<file path="config.mk">
export PLATFORM = sky130hd
export DESIGN_NAME = tdm_demux_1x16
export DESIGN_NICKNAME = d
export VERILOG_FILES = /design/src/rtl/tdm_pkg.sv /design/src/rtl/tdm_demux_1x16.sv
export SDC_FILE = /design/constraint.sdc
export NUM_CORES = 1
export LEC_CHECK = 0
export BUFFER_PORTS_ARGS = -buffer_cell sky130_fd_sc_hd__buf_2
export CORE_ASPECT_RATIO = 0.9
export CORE_MARGIN = 2
export CORE_UTILIZATION = 58
export CTS_BUF_LIST = sky130_fd_sc_hd__clkbuf_8
export CTS_CLUSTER_DIAMETER = 120
export DETAILED_ROUTE_END_ITERATION = 7
export PLACE_DENSITY_LB_ADDON = 0.3
export SETUP_SLACK_MARGIN = 0.5
export SYNTH_ARGS = -nofsm -noshare
export SYNTH_HDL_FRONTEND = slang
export SYNTH_SLANG_ARGS = --single-unit
</file>
<file path="constraint.sdc">
create_clock -name clk -period 3.2 [get_ports clk]
set_input_delay 0.48 -clock clk [delete_from_list [all_inputs] [get_ports clk]]
set_output_delay 0.48 -clock clk [all_outputs]
set_load 0.005 [all_outputs]
</file>
<file path="src/rtl/tdm_pkg.sv">
// ============================================================================
// tdm_pkg : shared constants and state encoding for the TDM demultiplexer
// Revision: 1.0
// ============================================================================
`default_nettype none

package tdm_pkg;

    localparam int N_SLOTS_DEF = 16;
    localparam int SEL_W_DEF   = 4;

    typedef enum logic {
        HUNT = 1'b0,
        SYNC = 1'b1
    } state_t;

endpackage : tdm_pkg

`default_nettype wire

</file>
<file path="src/rtl/tdm_demux_1x16.sv">
// ============================================================================
// tdm_demux_1x16 : serial-to-parallel TDM demux, 16 slots/frame, sync-framed
// Revision: 1.0
// ============================================================================
`default_nettype none

module tdm_demux_1x16
    import tdm_pkg::*;
#(
    parameter int N_SLOTS = N_SLOTS_DEF,
    parameter int SEL_W   = SEL_W_DEF
) (
    input  logic               clk,
    input  logic               rst_n,
    input  logic               din_i,
    input  logic               din_valid_i,
    input  logic               frame_sync_i,
    output logic [N_SLOTS-1:0] dout_o,
    output logic               dout_valid_o,
    output logic [SEL_W-1:0]   slot_o,
    output logic               locked_o,
    output logic               frame_err_o
);

    localparam logic [SEL_W-1:0] C_LAST_SLOT = SEL_W'(N_SLOTS - 1);

    state_t             state_q;
    logic [SEL_W-1:0]   slot_q;
    // The last slot is merged straight into dout, so it never needs a shadow bit.
    logic [N_SLOTS-2:0] shadow_q;
    logic [N_SLOTS-1:0] dout_q;
    logic               dout_valid_q;
    logic               frame_err_q;

    always_ff @(posedge clk or negedge rst_n) begin
        if (!rst_n) begin
            state_q      <= HUNT;
            slot_q       <= '0;
            shadow_q     <= '0;
            dout_q       <= '0;
            dout_valid_q <= 1'b0;
            frame_err_q  <= 1'b0;
        end else begin
            dout_valid_q <= 1'b0;
            frame_err_q  <= 1'b0;
            if (din_valid_i) begin
                case (state_q)
                    HUNT: begin
                        if (frame_sync_i) begin
                            shadow_q[0] <= din_i;
                            slot_q      <= SEL_W'(1);
                            state_q     <= SYNC;
                        end
                    end
                    SYNC: begin
                        if (frame_sync_i && (slot_q != '0)) begin
                            // Early sync: drop the partial frame and restart on this bit.
                            frame_err_q <= 1'b1;
                            shadow_q    <= {{(N_SLOTS-2){1'b0}}, din_i};
                            slot_q      <= SEL_W'(1);
                        end else if (slot_q == C_LAST_SLOT) begin
                            dout_q       <= {din_i, shadow_q};
                            dout_valid_q <= 1'b1;
                            slot_q       <= '0;
                        end else begin
                            shadow_q[slot_q] <= din_i;
                            slot_q           <= slot_q + SEL_W'(1);
                        end
                    end
                    default: state_q <= HUNT;
                endcase
            end
        end
    end

    assign dout_o       = dout_q;
    assign dout_valid_o = dout_valid_q;
    assign slot_o       = slot_q;
    assign locked_o     = (state_q == SYNC);
    assign frame_err_o  = frame_err_q;

endmodule : tdm_demux_1x16

`default_nettype wire

</file>
; ---- Word level (Yosys, flattened, before mapping)
; Index checks and enable logic that the tools add are counted.
[word_totals]
ff_bits = 38
output_inout_bits = 23
elab_cells = 43
in_bits = 5
[op_classes]
muxes = 20
n_addsub = 1
n_reduce_logical = 7
eq_ne = 4
n_lt_le_gt_ge = 2
bitwise = 2
[op_table]
columns = operator, n
row1 = 2-to-1 mux 15 bit, 2
row2 = bitwise mux 15 bit, 1
row3 = 2-to-1 mux 4 bit, 3
row4 = 2-to-1 mux 1 bit, 11
row5 = one-hot mux 4 bit (2 select lines), 1
row6 = AND reduction 3 bit, 2
row7 = < comparator 4 x 5 -> 1 bit (second input constant), 1
row8 = adder 4 x 1 -> 4 bit (second input constant), 1
row9 = demux 1 bit (select 4 bit), 1
row10 = == test 4 bit (second input constant), 1
row11 = >= comparator 4 x 1 -> 1 bit (second input constant), 1
row12 = != test 2 bit (second input constant), 2
row13 = AND reduction 4 bit, 1
row14 = nonzero test 4 bit, 1
row15 = != test 3 bit (second input constant), 1
row16 = logical AND 1 bit, 2
row17 = inverter 1 bit, 2
row18 = one-hot mux 1 bit (2 select lines), 1
row19 = AND reduction 2 bit, 1

; ---- Longest topological paths before layout
[logic_depth]
depth_word = 8
mapped_depth = 8
depth_no_buf = 6

; ---- Worst setup path before layout
; OpenSTA, ideal clock, no wires.
[synth_path]
kind = flip-flop to flip-flop
start = reg slot_q[0] (netlist: slot_o[0])
end = reg dout_q[10] (netlist: dout_o[10])
required_ns = 3.075
setup_time_ns = 0.125
path_slack_ns = 1.101
path_buffers = 2
synth_period_minus_slack_ns = 2.099
arrival_ns = 1.974
path_stages_with_launch = 9
path_cell_list = dfrtp_1 -> inv_1 -> ha_1 -> or3b_4 -> nand2_4 -> and3_4 -> buf_8 -> buf_12 -> mux2_4
[synth_via]
elab_chain_cells = 4
elab_cells_between_ends = 5
[synth_rtl]
columns = item, line_no
row1 = "start, declared", tdm_demux_1x16.sv:28  ; logic [SEL_W-1:0] slot_q;
row2 = "start signal, assigned", tdm_demux_1x16.sv:67  ; slot_q <= slot_q + SEL_W'(1);
row3 = nonzero test 4 bit, tdm_demux_1x16.sv:56  ; if (frame_sync_i && (slot_q != '0)) begin
row4 = logical AND 1 bit, tdm_demux_1x16.sv:56
row5 = inverter 1 bit (no source line), n/a
row6 = AND reduction 4 bit (no source line) *, n/a
row7 = "end signal, assigned", tdm_demux_1x16.sv:62  ; dout_q <= {din_i, shadow_q};
row8 = "end, declared", tdm_demux_1x16.sv:31  ; logic [N_SLOTS-1:0] dout_q;
; Mark *: on every way between the ends. The rest lies on a longest branch, timed or not.
; A chain may end at the register's enable or synchronous reset.

; ---- Final worst setup path
[layout_path]
start = reg slot_q[0] (netlist: slot_o[0])
end = reg dout_q[3] (netlist: dout_o[3])
; The elaborated chain is that of the path after synthesis.

==> results_dict.tcl <==
set metrics [dict create \
    via_count 1238 \
    synth_nets 174 \
    num_rows 19 \
    core-area_sq_mm 0.00302 \
    wl_per_cell_um 13.5 \
    setup_viol 0 \
    netlist_instances 165 \
    grt_util_all_layers 0.206 \
    power_density_mw_per_mm2 634 \
    gp_routability_congestion 0.831 \
    most-common-layout-cells "38 x dfrtp_1, 27 x buf_2, 18 x inv_1, 16 x nand2_1, 13 x a21oi_1" \
    yosysSeqAreaShare 0.527 \
    cts_setup_buffers 0 \
    relSlewSlack 0.406 \
    grt_max_degree 39 \
    synth_edf_count 0 \
    power.internal_w 0.000840 \
    synth_top_cell_by_area "dfrtp_1" \
    clkPwrFrac 0.240 \
    async_reset_ff_frac 1.00 \
    grt-ovfl-total 0 \
    setup_tns_ns 0 \
    fin_skew_ns 0.00351 \
    synthFlopType "dfrtp_1" \
    dp_hpwl_um 2180 \
    yosysTopAreaCellShare 0.527 \
    nFillCells 267 \
    tritoncts "done" \
    start_util 0.597 \
    power.switching_w 0.000433 \
    power_frac_seq 0.496 \
    wl_um 3140 \
    grt_pass1_wl_um 5600 \
    syn_avg_cell_area_sq_um 10.9 \
    dieArea_sq_mm 0.00357 \
    cap_violations 0 \
    synth_warnings 0 \
    hold_viol_final 0 \
    worstPathArrival_ns 2.52 \
    drtIter0Drc 78 \
    firstDrtPassIters 4 \
    die_w_um 62.8 \
    final_cells 232 \
    fin_util 0.665 \
    cp-end-kind "flop" \
    irDropWorstVdd_mv 0.418 \
    outcome "completed" \
    cts_resized 0 \
    nets 199 \
    grt_pass1_vias 1206 \
    synthTopCellsByArea "dfrtp_1 53%, mux2_4 7.5%, mux2_2 5.0%, o22ai_1 4.2%, inv_1 3.7%" \
    cts.sinks 38 \
    diodes 0 \
    fp.dieH_um 56.9 \
    finalCritPeriodShare 0.732 \
    path_clk_slew_ns 0.07 \
    io_pins 28 \
    syn_area_sq_mm 0.00180 \
    grt_antenna_before_repair 0 \
    clock_latency_ns 0.29 \
    layout-drive-gt1-share 0.289 \
    area_growth_pct 11.3 \
    hold_path.class "in -> async" \
    power_leakage_nw 0.995 \
    tightest_slew_ns 0.890 \
    crit_required_ns 3.38 \
    stdcell_area_sq_mm 0.00201 \
    holdBufCountCts 0 \
    worstSetupPathType "reg -> reg" \
    io_buffers 27 \
    layout.cells.most_common "dfrtp_1" \
    rsz0062_at_grt "no" \
    htree_levels 2 \
    vias_per_cell 5.34 \
    cts_buffers 5 \
    worstPathMaxFanout 17 \
    ant_nets 0 \
    switching_share 0.340 \
    period_minus_slack_ns 2.34 \
    yosysUniqueCellTypes 33 \
    final_max_slew_viol_count 0 \
    cts_root_buf "clkbuf_8" \
    drc 0 \
    dp_cells 225 \
    clockBufferDepth 2 \
    fmax_mhz 427 \
    placed_area_sq_mm 0.00193 \
    power_frac_comb 0.264 \
    synth_seq_cells 38 \
    cp-start-kind "flop" \
]
-- area by class of cell --
type	instances	area, sq um	area share
timing repair buffer	27	135	0.0673
inverter	18	67.6	0.0337
sequential	38	951	0.474
clock inverter	2	10.0	0.00499
multi-input combinational	100	722	0.360
tap	42	52.6	0.0262
clock buffer	5	68.8	0.0343
-- Yosys cell counts (all sizes together) (3+ instances only) --
cell / count
o21ai: 7
mux2: 17
nand2: 17
nor2b: 4
and3: 3
ha: 4
o22ai: 12
a21oi: 13
dfrtp: 38
clkbuf: 5
buf: 4
nand3: 7
inv: 18
-- flip-flops by register name, indices dropped and copies added (netlist names) --
register      flops
dout_o           16
shadow_q         15
slot_o            4
dout_valid_o      1
frame_err_o       1
locked_o          1
-- critical path, cell delays in order, from the launching register on --
cell and delay [ns]:
dfrtp_1 0.45, inv_1 0.12, ha_1 0.25, or3b_4 0.44, nand2_4 0.19, and3_4 0.40, mux2_2 0.38
-- cells by family after synthesis --
logic type                 Yosys count  share of synthesized area
DFF                                 38                      0.527
adders and majority gates            4                     0.0278
and+or+nand+nor                     41                      0.124
muxes                               17                      0.125
AOI/OAI and AO/OA                   38                      0.124
buffers and inverters               27                     0.0722
-- metal layers --
layer	track usage	wire [um]	vias up
met5	0	0	-
met4	0.0857	57	0
met3	0.0661	145	5
met2	0.324	1520	27
met1	0.266	1420	593
li1	-	-	613
-- path summary, 6_finish.rpt --
kind / depth (start not counted) / startpoint / slack, ns / end
max in group asynchronous: 1 / rst_n / 2.41 / shadow_q[0]
worst max register to register: 6 / slot_o[0] / 0.86 / dout_o[3]
min in group clk: 2 / din_valid_i / 0.43 / locked_o
worst max-delay path: 6 / slot_o[0] / 0.86 / dout_o[3]
worst min register to register: 1 / dout_o[2] / 0.51 / dout_o[2]
worst min-delay path: 1 / rst_n / 0.28 / dout_valid_o
-- stage by stage --
stage               setup WS [ns]  hold WS [ns]  total power (W)
floorplan                    1.10         0.184         0.000873
finish                      0.856         0.276          0.00127
global placement            0.976         0.484         0.000959
detailed placement          0.881         0.493         0.000976
global route                0.631         0.341          0.00136
CTS                         0.854         0.304          0.00128
-- power groups by stage --
| stage | Clock, W | Combinational, W | Sequential, W |
|---|---|---|---|
| floorplan | 0 | 0.000268 | 0.000605 |
| global placement | 0 | 0.000326 | 0.000633 |
| detailed placement | 0 | 0.000335 | 0.000641 |
| CTS | 0.000315 | 0.000338 | 0.000632 |
| global route | 0.000334 | 0.000386 | 0.000645 |
| finish | 0.000305 | 0.000336 | 0.000631 |
No activity file was read; power rests on OpenSTA's default activity.
